<file path="config.mk">
export PLATFORM = sky130hd
export DESIGN_NAME = hsv_core_fetch_queue_flat
export DESIGN_NICKNAME = d
export VERILOG_FILES = /design/src/rtl/hsv_core_fetch_pkg.sv /design/src/rtl/hsv_core_pkg.sv /design/src/rtl/hsv_core_fetch_queue_if.sv /design/src/rtl/hsv_core_fetch_queue_ram.sv /design/src/rtl/hsv_core_fetch_queue.sv /design/src/flat_wrapper.sv
export SDC_FILE = /design/constraint.sdc
export NUM_CORES = 1
export LEC_CHECK = 0
export ABC_AREA = 1
export BUFFER_PORTS_ARGS = -buffer_cell sky130_fd_sc_hd__buf_2
export CORE_MARGIN = 2
export CORE_UTILIZATION = 30
export DETAILED_ROUTE_END_ITERATION = 7
export HOLD_SLACK_MARGIN = 0.15
export PLACE_DENSITY = 0.46
export REMOVE_ABC_BUFFERS = 1
export SYNTH_ARGS = -nofsm -noshare
export SYNTH_HDL_FRONTEND = slang
export SYNTH_SLANG_ARGS = --single-unit
</file>
<file path="constraint.sdc">
create_clock -name clk_core -period 8.7 [get_ports clk_core]
set_input_delay 1.74 -clock clk_core [delete_from_list [all_inputs] [get_ports clk_core]]
set_output_delay 1.74 -clock clk_core [all_outputs]
set_load 0.01 [all_outputs]
</file>
<file path="src/rtl/hsv_core_fetch_pkg.sv">
// Fetch-queue sizing constants and pointer type.
package hsv_core_fetch_pkg;

  localparam int FETCH_QUEUE_DEPTH = 4;

  // One extra pointer bit distinguishes full from empty.
  localparam int FETCH_QUEUE_PTR_W = $clog2(FETCH_QUEUE_DEPTH) + 1;

  typedef logic [FETCH_QUEUE_PTR_W-1:0] fetch_queue_ptr_t;

endpackage

</file>
<file path="src/rtl/hsv_core_pkg.sv">
// Core-wide shared types used across pipeline stages.
package hsv_core_pkg;

  // One fetched instruction word as handed from fetch to decode.
  typedef struct packed {
    logic [31:0] pc;
    logic [31:0] pc_increment;
    logic [31:0] insn;
  } fetch_data_t;

endpackage

</file>
<file path="src/rtl/hsv_core_fetch_queue_if.sv">
// Handshake bundle between fetch, the fetch queue and decode.
// slave is the queue side; master is the fetch/decode side.
interface hsv_core_fetch_queue_if
  import hsv_core_pkg::*, hsv_core_fetch_pkg::*;
#(
  parameter int DEPTH = FETCH_QUEUE_DEPTH
) ();

  localparam int OCC_W = $clog2(DEPTH + 1);

  logic             flush;
  logic             in_valid;
  logic             in_ready;
  fetch_data_t      in_data;
  logic             out_valid;
  logic             out_ready;
  fetch_data_t      out_data;
  logic [OCC_W-1:0] occupancy;

  modport slave (
    input  flush, in_valid, in_data, out_ready,
    output in_ready, out_valid, out_data, occupancy
  );

  modport master (
    output flush, in_valid, in_data, out_ready,
    input  in_ready, out_valid, out_data, occupancy
  );

endinterface

</file>
<file path="src/rtl/hsv_core_fetch_queue_ram.sv">
// Storage array for the fetch queue: one write port, one async read port,
// no reset (contents are don't-care until written).
module hsv_core_fetch_queue_ram
  import hsv_core_pkg::*;
#(
  parameter int DEPTH  = 4,
  parameter int ADDR_W = $clog2(DEPTH)
) (
  input  logic              clk,
  input  logic              we,
  input  logic [ADDR_W-1:0] waddr,
  input  fetch_data_t       wdata,
  input  logic [ADDR_W-1:0] raddr,
  output fetch_data_t       rdata
);

  fetch_data_t mem [DEPTH];

  // Write the selected entry on the clock edge when enabled.
  always_ff @(posedge clk) begin
    if (we) begin
      mem[waddr] <= wdata;
    end
  end

  assign rdata = mem[raddr];

endmodule

</file>
<file path="src/rtl/hsv_core_fetch_queue.sv">
// Fetch-to-decode instruction queue: circular buffer with flush.
// Optional macro HSV_FETCH_QUEUE_BYPASS_EN lets a word pass straight from
// in_data to out_data when the queue is empty (zero-latency path).
module hsv_core_fetch_queue
  import hsv_core_pkg::*, hsv_core_fetch_pkg::*;
#(
  parameter int DEPTH = FETCH_QUEUE_DEPTH
) (
  input logic                   clk_core,
  input logic                   rst_core,
  hsv_core_fetch_queue_if.slave q
);

  localparam int ADDR_W = $clog2(DEPTH);
  localparam int PTR_W  = ADDR_W + 1;
  localparam int OCC_W  = $clog2(DEPTH + 1);

  logic [PTR_W-1:0] wr_ptr;
  logic [PTR_W-1:0] rd_ptr;
  logic [PTR_W-1:0] occ;
  logic             full;
  logic             empty;
  logic             push_hs;
  logic             pop_hs;
  logic             do_write;
  logic             do_read;
  fetch_data_t      rdata;

  assign occ   = wr_ptr - rd_ptr;
  assign full  = (occ == PTR_W'(DEPTH));
  assign empty = (occ == '0);

  // No out_ready term here: a full queue stalls a cycle even if it drains.
  assign q.in_ready  = !full && !q.flush && !rst_core;
  assign q.occupancy = rst_core ? '0 : OCC_W'(occ);

`ifdef HSV_FETCH_QUEUE_BYPASS_EN
  logic bypass;
  assign bypass      = empty && q.in_valid && !q.flush && !rst_core;
  assign q.out_valid = (!empty || q.in_valid) && !q.flush && !rst_core;
  assign q.out_data  = empty ? q.in_data : rdata;
  assign push_hs     = q.in_valid && q.in_ready;
  assign pop_hs      = q.out_valid && q.out_ready;
  assign do_write    = push_hs && !(bypass && q.out_ready);
  assign do_read     = pop_hs && !empty;
`else
  assign q.out_valid = !empty && !q.flush && !rst_core;
  assign q.out_data  = rdata;
  assign push_hs     = q.in_valid && q.in_ready;
  assign pop_hs      = q.out_valid && q.out_ready;
  assign do_write    = push_hs;
  assign do_read     = pop_hs;
`endif

  // Pointer update: reset and flush both empty the queue, flush beats push/pop.
  always_ff @(posedge clk_core) begin
    if (rst_core || q.flush) begin
      wr_ptr <= '0;
      rd_ptr <= '0;
    end else begin
      if (do_write) wr_ptr <= wr_ptr + PTR_W'(1);
      if (do_read)  rd_ptr <= rd_ptr + PTR_W'(1);
    end
  end

  hsv_core_fetch_queue_ram #(
    .DEPTH (DEPTH)
  ) u_ram (
    .clk   (clk_core),
    .we    (do_write),
    .waddr (wr_ptr[ADDR_W-1:0]),
    .wdata (q.in_data),
    .raddr (rd_ptr[ADDR_W-1:0]),
    .rdata (rdata)
  );

endmodule

</file>
<file path="src/flat_wrapper.sv">
// flat-port wrapper written by rule: the top's interface ports become plain ports
module hsv_core_fetch_queue_flat import hsv_core_pkg::*, hsv_core_fetch_pkg::*;
#(
  parameter int DEPTH = FETCH_QUEUE_DEPTH
)
  (clk_core, rst_core, q_flush, q_in_valid, q_in_data, q_out_ready, q_in_ready, q_out_valid, q_out_data, q_occupancy);
  hsv_core_fetch_queue_if #(.DEPTH(DEPTH)) q_i ();
  input logic clk_core;
  input logic rst_core;
  input wire logic [$bits(q_i.flush)-1:0] q_flush;
  input wire logic [$bits(q_i.in_valid)-1:0] q_in_valid;
  input wire logic [$bits(q_i.in_data)-1:0] q_in_data;
  input wire logic [$bits(q_i.out_ready)-1:0] q_out_ready;
  output wire logic [$bits(q_i.in_ready)-1:0] q_in_ready;
  output wire logic [$bits(q_i.out_valid)-1:0] q_out_valid;
  output wire logic [$bits(q_i.out_data)-1:0] q_out_data;
  output wire logic [$bits(q_i.occupancy)-1:0] q_occupancy;
  assign q_i.flush = q_flush;
  assign q_i.in_valid = q_in_valid;
  assign q_i.in_data = q_in_data;
  assign q_i.out_ready = q_out_ready;
  assign q_in_ready = q_i.in_ready;
  assign q_out_valid = q_i.out_valid;
  assign q_out_data = q_i.out_data;
  assign q_occupancy = q_i.occupancy;
  hsv_core_fetch_queue #(.DEPTH(DEPTH)) u_core (.clk_core(clk_core), .rst_core(rst_core), .q(q_i));
endmodule
</file>
# After elaboration in Yosys (flattened, before gate mapping)
# Memories as Yosys holds them, arrays and structs flattened. A register that Yosys moved wholly into a read port is not among the register bits.
# Index checks and enable logic that the tools add are counted.
dict set report word_totals {
  word_cells 24
  out_inout_bits 101
  ram_bits 384
  mem_count 1
  regBits 6
  input_bits 101
}
dict set report classes {
  n_eq_ne 1
  mux 5
  n_reduce_logical 12
  addsub 3
}
# memory depth word_bits rd rd_clocked_by_memory_dff write_ports line_no
set mem_list {}
lappend mem_list {u_core.u_ram.mem 4 96 1 1 1 hsv_core_fetch_queue_ram.sv:17} ;# fetch_data_t mem [DEPTH];
# operator count
set op_table {}
lappend op_table {{$add A3 B1 Y3 const B} 2}
lappend op_table {{$logic_and A1 B1 Y1} 6}
lappend op_table {{$logic_not A1 Y1} 4}
lappend op_table {{$mux W2} 2}
lappend op_table {{$eq A3 B3 Y1 const B} 1}
lappend op_table {{$logic_not A3 Y1} 1}
lappend op_table {{$mux W3} 1}
lappend op_table {{$sub A3 B3 Y3} 1}
lappend op_table {{$mux W1} 2}
lappend op_table {{$logic_or A1 B1 Y1} 1}

# Logic depth before layout (Yosys ltp)
# Gate-level depths: netlist of the first run.
dict set report depth {
  depth_word 8
  mapped_depth 13
  ltp_nobuf 13
}

# Hierarchy
# From an unflattened synthesis of the first run, not the netlist that was laid out.
dict set report hier_totals {
  hier_cells 1571
  hier_area_um2 16524.6
}
# mod cells_per_inst n_inst area_per_inst_um2
set by_module_without_submodules {}
lappend by_module_without_submodules {hsv_core_fetch_queue_ram 1512 1 16077.9}
lappend by_module_without_submodules {hsv_core_fetch_queue 59 1 446.7}

# Least setup slack after synthesis of the first run
# No wires, ideal clock.
dict set report synth_timing {
  kind {input to register}
  startpoint {input port rst_core}
  endpoint {memory u_core.u_ram.mem[0][0] in the netlist's numbering (enable)}
  setup_ns 0.551
  slack_ns 2.117
  required_time_ns 8.149
  n_path_buf 0
  cell_stages 3
  arrival_time_ns 6.032
  path_cell_list {nor2_8 > nand3_4 > nor2_1}
}
dict set report synth_via {
  elab_chain_cells 5
}
# element line_no
set synth_rtl {}
lappend synth_rtl {{from (decl)} flat_wrapper.sv:9} ;# input logic rst_core;
lappend synth_rtl {{$logic_not A1 Y1} hsv_core_fetch_queue.sv:34} ;# assign q.in_ready = !full && !q.flush && !rst_core;
lappend synth_rtl {{$logic_and A1 B1 Y1} hsv_core_fetch_queue.sv:34}
lappend synth_rtl {{$logic_and A1 B1 Y1} hsv_core_fetch_queue.sv:49} ;# assign push_hs = q.in_valid && q.in_ready;
lappend synth_rtl {{$mux W1} hsv_core_fetch_queue_ram.sv:21} ;# if (we) begin
lappend synth_rtl {{$mux W1 (implied by the code)} hsv_core_fetch_queue_ram.sv:22} ;# mem[waddr] <= wdata;
lappend synth_rtl {{to (decl)} hsv_core_fetch_queue_ram.sv:17}
# No other way between the ends.

==> flow_metrics.env, run 1 <==
export IMPL_pin_count_of_the_biggest_net_entering_global_routing=102
export IMPL_outcome="finished, final reports clean"
export IMPL_synth_top_area_share_pct=77.88
export IMPL_mappedNetlistArea_um2=14810
export IMPL_critPathMaxFanout=73
export IMPL_tightestPinTransition_ns=1.097
export IMPL_tritoncts="yes"
export IMPL_min_delay_path_class="reg2reg"
export IMPL_startpoint_type="flip-flop"
export IMPL_route_vias_total=8807
export IMPL_average_via_count_per_standard_cell=4.643
export IMPL_postSynthCellCount=1000
export IMPL_maxClockFrequency_mhz=190.2
export IMPL_h_tree_depth=2
export IMPL_io_buffer_count=201
export IMPL_post_layout_total_power_w=0.003980
export IMPL_power_ir_vdd_worst_mv=0.1042
export IMPL_dieArea_um2=51140
export IMPL_most_common_library_cell_in_the_layout_ignoring_fill_and_taps="sky130_fd_sc_hd__edfxtp_1"
export IMPL_fp_row_count=81
export IMPL_post_synthesis_sequential_area_ratio_pct=78.97
export IMPL_slew_limit_headroom_pct=26.86
export IMPL_cts_post_setup_buffers_inserted=0
export IMPL_initialDrtViolationCount=504
export IMPL_post_synth_cell_area_avg_um2=14.81
export IMPL_timing_setup_tns_ns=0
export IMPL_critPathMostFrequentCell="sky130_fd_sc_hd__buf_4"
export IMPL_worstPathCellList="buf_4, buf_4, buf_4, o21ai_0, o22ai_1, buf_2"
export IMPL_dp_final_hpwl_um=18930
export IMPL_finalHoldViolCount=0
export IMPL_timing_worst_setup_path_type="reg2out"
export IMPL_ys_top_cells_by_area="sky130_fd_sc_hd__edfxtp_1 (78%), sky130_fd_sc_hd__nor2_1 (5.1%), sky130_fd_sc_hd__o22ai_1 (4.1%)"
export IMPL_grt_ovfl_total=0
export IMPL_drtAntennaViolNets=0
export IMPL_synth_cell_types=25
export IMPL_synth_seq_cells=392
export IMPL_crit_slowest_cell="sky130_fd_sc_hd__buf_4"
export IMPL_final_min_period_over_clock_period_pct=60.43
export IMPL_tritoncts_num_sinks=392
export IMPL_mostFrequentLayoutCells="sky130_fd_sc_hd__edfxtp_1 (384), sky130_fd_sc_hd__buf_2 (201), sky130_fd_sc_hd__nor2_1 (198), sky130_fd_sc_hd__o21ai_0 (101), sky130_fd_sc_hd__o22ai_1 (96)"
export IMPL_drc=0
export IMPL_setup_viol=0
export IMPL_cp_arrival_ns=3.52
export IMPL_place_gp_congestion=0.6925
export IMPL_first_pass_grt_wire_length_um=52780
export IMPL_required_time_of_the_critical_path_ns=6.96
export IMPL_rsz0062_at_grt="no"
export IMPL_end_kind="output pin"
export IMPL_cts_buffers_inserted=43
export IMPL_finish_instance_area_um2=17770
export IMPL_dpl_instance_area_um2=16380
export IMPL_avgRoutedWirePerCell_um=18.69
export IMPL_cts_root_buf="sky130_fd_sc_hd__clkbuf_16"
export IMPL_hold_worst_slack_ns=0.5009
export IMPL_synth_yosys_warnings=0
export IMPL_insertion_delay_ns=0.55
export IMPL_powerDensity_nw_per_um2=224.0
export IMPL_cts_repair_resizes=0
export IMPL_route_final_wire_length_um=35460
export IMPL_chipWidth_um=226.2
export IMPL_ctsHoldBuffers=0
export IMPL_core_um2=48850
export IMPL_gr_usage_all_layers_pct=13.71
export IMPL_area_growth_syn_to_layout_pct=20.02
export IMPL_via_count_of_the_first_global_routing_pass=8704
export IMPL_cap_viol_max_count=0
export IMPL_cts_reportedPaths_clkPinSlew_ns=0.06
export IMPL_top_level_ports=202
export IMPL_min_period_ns=5.258
export IMPL_power_static_leakage_nw=6.134
export IMPL_initial_util_pct=30.31
export IMPL_final_max_slew_violation_count=0
export IMPL_fraction_of_final_layout_cells_with_drive_strength_greater_than_1_pct=24.05
export IMPL_num_nets_final=1305
export IMPL_drt_pass1_iterations=5
export IMPL_synth_largest_area_cell="sky130_fd_sc_hd__edfxtp_1"
export IMPL_antenna_found_initial=8
export IMPL_die_height_um=226.2
export IMPL_clockBufferDepth=3
export IMPL_cp_slowest_stage_delay_ns=0.71
export IMPL_clk_skew_ns=0.01218
[worst paths after layout]
| path | slack [ns] | depth (start not counted) | start | endpoint |
|---|---|---|---|---|
| hold / removal | 0.50 | 2 | u_core.wr_ptr[1] | u_core.wr_ptr[1] |
| setup reg to reg | 5.33 | 11 | u_core.wr_ptr[0] | u_core.u_ram.mem[3][29] |
| hold reg to reg | 0.50 | 2 | u_core.wr_ptr[1] | u_core.wr_ptr[1] |
| setup / recovery | 3.44 | 6 | flip-flop | q_out_data[80] |
[synth_stat cells]
library cell / instances
sky130_fd_sc_hd__edfxtp_1: 384
sky130_fd_sc_hd__nor2_1: 202
sky130_fd_sc_hd__o21ai_0: 101
sky130_fd_sc_hd__o22ai_1: 96
sky130_fd_sc_hd__o21ai_1: 92
sky130_fd_sc_hd__buf_4: 18
sky130_fd_sc_hd__clkbuf_1: 16
sky130_fd_sc_hd__inv_1: 14
sky130_fd_sc_hd__buf_6: 13
sky130_fd_sc_hd__buf_2: 10
sky130_fd_sc_hd__nand2_1: 10
sky130_fd_sc_hd__dfxtp_1: 8
sky130_fd_sc_hd__ha_1: 6
sky130_fd_sc_hd__clkbuf_2: 5
sky130_fd_sc_hd__nand3_1: 4
sky130_fd_sc_hd__a21oi_1: 3
sky130_fd_sc_hd__nand2_2: 3
sky130_fd_sc_hd__nand3_2: 3
sky130_fd_sc_hd__nand4_1: 3
sky130_fd_sc_hd__inv_2: 2
sky130_fd_sc_hd__nand2_4: 2
sky130_fd_sc_hd__xor2_1: 2
sky130_fd_sc_hd__fa_1: 1
sky130_fd_sc_hd__nand3_4: 1
sky130_fd_sc_hd__nor2_8: 1
[per-stage QoR]
stage	instances	util [%]	setup WS, ns
detailed placement	1816	33.53	3.950
global placement	1816	33.53	4.016
CTS	1895	36.37	3.337
floorplan	938	-	0.9268
global route	1896	36.37	3.117
finish	1897	36.38	3.442
[routing by layer]
metal | track usage (%) | vias to the layer above | share of wire, %
met4 | 3.905 | 12 | 2.0
met1 | 18.37 | 4373 | 45
li1 | - | 4176 | -
met2 | 21.49 | 187 | 46
met5 | 0 | - | 0.19
met3 | 4.202 | 59 | 6.1
[sequential cells by signal, summed over array words and instances, names as in the netlist, named ones only]
register and cells:
u_core.rd_ptr 3, u_core.u_ram.mem 384, u_core.wr_ptr 3
[layout make-up]
class                           instances  area (um2)
Clock buffer                           55        1164
Sequential cell                       392       11700
Antenna cell                            2       5.005
Inverter                               16       66.31
Tap cell                              664       830.8
Clock inverter                         24       221.5
Timing Repair Buffer                  214        1116
Fill cell                            4748       31080
Multi-Input combinational cell        530        2668
[power breakdown]
| group | leakage, nW | internal (W) | switching (W) |
|---|---|---|---|
| clock | 0.678 | 0.00106 | 0.000726 |
| sequential | 3.53 | 0.00209 | 0.00000354 |
| combinational | 1.92 | 0.0000351 | 0.0000624 |
[critical path: cells and delay by family, from the launching register on]
| family | cells | cell delay, ns |
|---|---|---|
| buffers and inverters | 4 | 2.09 |
| AOI/OAI and AO/OA | 2 | 0.42 |
| DFF | 1 | 0.36 |
[logic make-up after synthesis]
logic type | count (synthesis) | share of synthesized area (%)
flops | 392 | 78.97
compound gates | 292 | 10.68
simple gates | 229 | 6.372
buf+inv | 78 | 3.220
fa+ha+maj | 7 | 0.6423
xor+xnor | 2 | 0.1183
Note: power is estimated with default switching activity, not from simulation.
==> run 2: changes to the inputs <==
Settings changed: PLACE_DENSITY 0.46 to 0.48.
Clock period 8.7 ns to 4.4 ns, I/O delays scaled along.
==> run 2 against run 1 <==
Setup slack worse by 2.4 ns. Die area unchanged. Clock-buffer cell count down 2. Routed wire length down 1.2%. Sequential share of layout area down 0.46 points. Sequential cell count unchanged. Global-route usage down 0.17 points. First-iteration DRC count down 22%. Critical path depth down 1. Critical path type unchanged. Largest cell class unchanged. Largest power group unchanged. Highest routed layer unchanged.
==> flow_metrics.env, run 2 (synthesis gave the netlist of run 1 again) <==
export IMPL_outcome="finished, final reports clean"
export IMPL_cts_buffers_inserted=44
export IMPL_finalHoldViolCount=0
export IMPL_multiInputGateArea_um2=2668
export IMPL_ff2ff_setup_slack_ns=1.51
export IMPL_dp_final_hpwl_um=18940
export IMPL_initial_util_pct=30.31
export IMPL_drc=0
export IMPL_critPathMaxFanout=66
export IMPL_maxClockFrequency_mhz=296.2
export IMPL_slew_limit_headroom_pct=43.99
export IMPL_top_level_ports=202
export IMPL_cts_post_setup_buffers_inserted=0
export IMPL_startpoint_type="flip-flop"
export IMPL_timing_worst_setup_path_type="reg2out"
export IMPL_drtAntennaViolNets=0
export IMPL_end_kind="output pin"
export IMPL_fp_row_count=81
export IMPL_tightestPinTransition_ns=0.8401
export IMPL_final_max_slew_violation_count=0
export IMPL_setup_viol=0
export IMPL_cp_num_buf_inv=3
export IMPL_worst_slack_ns=1.024
export IMPL_pin_count_of_the_biggest_net_entering_global_routing=97
export IMPL_largest_register_by_flop_count="u_core.u_ram.mem"
export IMPL_via_count_of_the_first_global_routing_pass=8723
export IMPL_cp_slowest_stage_delay_ns=0.52
export IMPL_powerDensity_nw_per_um2=435.1
export IMPL_clk_skew_ns=0.01762
export IMPL_dp_slack_ns=1.459
export IMPL_crit_slowest_cell="sky130_fd_sc_hd__dfxtp_4"
export IMPL_num_nets_final=1311
export IMPL_initialDrtViolationCount=391
export IMPL_min_period_ns=3.376
export IMPL_rsz0062_at_grt="no"
export IMPL_area_growth_syn_to_layout_pct=20.86
export IMPL_place_gp_congestion=0.7521
export IMPL_cts_root_buf="sky130_fd_sc_hd__clkbuf_16"
export IMPL_largest_reg_flops=384
export IMPL_fraction_of_final_layout_cells_with_drive_strength_greater_than_1_pct=23.79
export IMPL_cp_num_cells=5
export IMPL_seq_area_um2=11700
export IMPL_cts_repair_resizes=0
export IMPL_insertion_delay_ns=0.55
export IMPL_required_time_of_the_critical_path_ns=3.52
export IMPL_cp_arrival_ns=2.50
export IMPL_chipWidth_um=226.2
export IMPL_power_ir_vdd_worst_mv=0.2355
export IMPL_most_common_library_cell_in_the_layout_ignoring_fill_and_taps="sky130_fd_sc_hd__edfxtp_1"
export IMPL_largest_registers="u_core.u_ram.mem (384), u_core.rd_ptr (3), u_core.wr_ptr (3)"
export IMPL_tritoncts_num_sinks=392
export IMPL_mostFrequentLayoutCells="sky130_fd_sc_hd__edfxtp_1 (384), sky130_fd_sc_hd__buf_2 (201), sky130_fd_sc_hd__nor2_1 (198), sky130_fd_sc_hd__o21ai_0 (101), sky130_fd_sc_hd__o22ai_1 (96)"
export IMPL_cap_viol_max_count=0
export IMPL_route_final_wire_length_um=35040
export IMPL_drt_pass1_iterations=4
export IMPL_final_min_period_over_clock_period_pct=76.74
export IMPL_crit_reg2reg_capture="u_core.u_ram.mem[3][26]"
export IMPL_grt_ovfl_total=0
export IMPL_first_pass_grt_wire_length_um=52410
export IMPL_h_tree_depth=2
export IMPL_cts_reportedPaths_clkPinSlew_ns=0.06
export IMPL_regToRegStartpoint="u_core.wr_ptr[0]"
export IMPL_tritoncts="yes"
export IMPL_cp_top_family="buffers and inverters"
export IMPL_antenna_found_initial=9
export IMPL_dieArea_um2=51140
export IMPL_route_vias_total=8784
export IMPL_worstPathCellList="inv_6, buf_12, nor2_1, o22ai_1, buf_2"
export IMPL_power_static_leakage_nw=6.171
export IMPL_fillerInstances=4766
export IMPL_timing_setup_tns_ns=0
export IMPL_average_via_count_per_standard_cell=4.616
export IMPL_clockBufferDepth=3
export IMPL_avgRoutedWirePerCell_um=18.41
export IMPL_core_um2=48850
export IMPL_min_delay_path_class="reg2reg"
export IMPL_rr_worst_depth=11
export IMPL_die_height_um=226.2
export IMPL_io_buffer_count=201
export IMPL_timing_critical_path_to="q_out_data[46]"
export IMPL_gr_usage_all_layers_pct=13.54
export IMPL_ctsHoldBuffers=0
run 2: cell count changes in the layout (fill, tap and decap cells not counted):
cell and change:
sky130_fd_sc_hd__buf_12 +9, sky130_fd_sc_hd__clkinv_4 +1, sky130_fd_sc_hd__bufinv_16 -1, sky130_fd_sc_hd__clkinv_2 -7, sky130_fd_sc_hd__clkinvlp_4 -1, sky130_fd_sc_hd__inv_6 +1, sky130_fd_sc_hd__clkinv_1 +9, sky130_fd_sc_hd__diode_2 +1
sky130_fd_sc_hd__buf_4 -4, sky130_fd_sc_hd__clkbuf_1 -2
run 2: worst min path at each step:
stage	depth (start not counted)	to	slack, ns	startpoint
floorplan	2	u_core.wr_ptr[1]	0.48	u_core.wr_ptr[1]
global placement	2	u_core.wr_ptr[1]	0.50	u_core.wr_ptr[1]
detailed placement	2	u_core.wr_ptr[2]	0.51	u_core.wr_ptr[2]
CTS	1	u_core.u_ram.mem[3][6]	0.49	q_in_data[6]
global route	1	u_core.u_ram.mem[3][79]	0.51	q_in_data[79]
finish	2	u_core.wr_ptr[2]	0.53	u_core.wr_ptr[2]
run 2: layout make-up:
cell class	instances	share of cell area [%]
diodes	3	0.04196
clock buffers	53	6.461
clock inverters	26	1.119
inverters	16	0.3706
multi-input cells	530	14.91
flip-flops and latches	392	65.38
well taps	664	4.643
repair buffers	219	7.076
run 2: stage by stage:
step | power [W] | cell area, um2 | instances | util (%) | hold WS, ns
after global routing | 0.008064 | 17890 | 1900 | 36.61 | 0.5132
final | 0.007785 | 17890 | 1903 | 36.63 | 0.5263
after global placement | 0.004412 | 16530 | 1821 | 33.84 | 0.5005
after detailed placement | 0.004416 | 16530 | 1821 | 33.84 | 0.5121
after floorplan | 0.004286 | 14390 | 938 | - | 0.4768
after CTS | 0.007901 | 17890 | 1900 | 36.61 | 0.4914
run 2: worst register-to-register path: stages (launching register included):
cell	delay [ns]
sky130_fd_sc_hd__dfxtp_1	0.36
sky130_fd_sc_hd__inv_1	0.11
sky130_fd_sc_hd__ha_1	0.22
sky130_fd_sc_hd__fa_1	0.40
sky130_fd_sc_hd__inv_1	0.08
sky130_fd_sc_hd__nand2_1	0.09
sky130_fd_sc_hd__nand2_2	0.10
sky130_fd_sc_hd__nand2_4	0.06
sky130_fd_sc_hd__nand3_2	0.10
sky130_fd_sc_hd__nand3_4	0.17
sky130_fd_sc_hd__nor2_4	0.48
sky130_fd_sc_hd__buf_12	0.35
run 2: where the power goes:
group          switching [W]  total (W)  internal (W)
sequential        0.00000723    0.00414       0.00413
combinational       0.000123   0.000195     0.0000712
clock                0.00141    0.00345       0.00204
total                0.00154    0.00778       0.00624
run 2: layer usage:
layer | vias up | GRT usage, % | wire length (um)
li1 | 4191 | - | -
met1 | 4346 | 18.06 | 15850
met2 | 180 | 21.51 | 16220
met3 | 57 | 4.111 | 2240
met4 | 10 | 3.523 | 668
met5 | - | 0 | 62
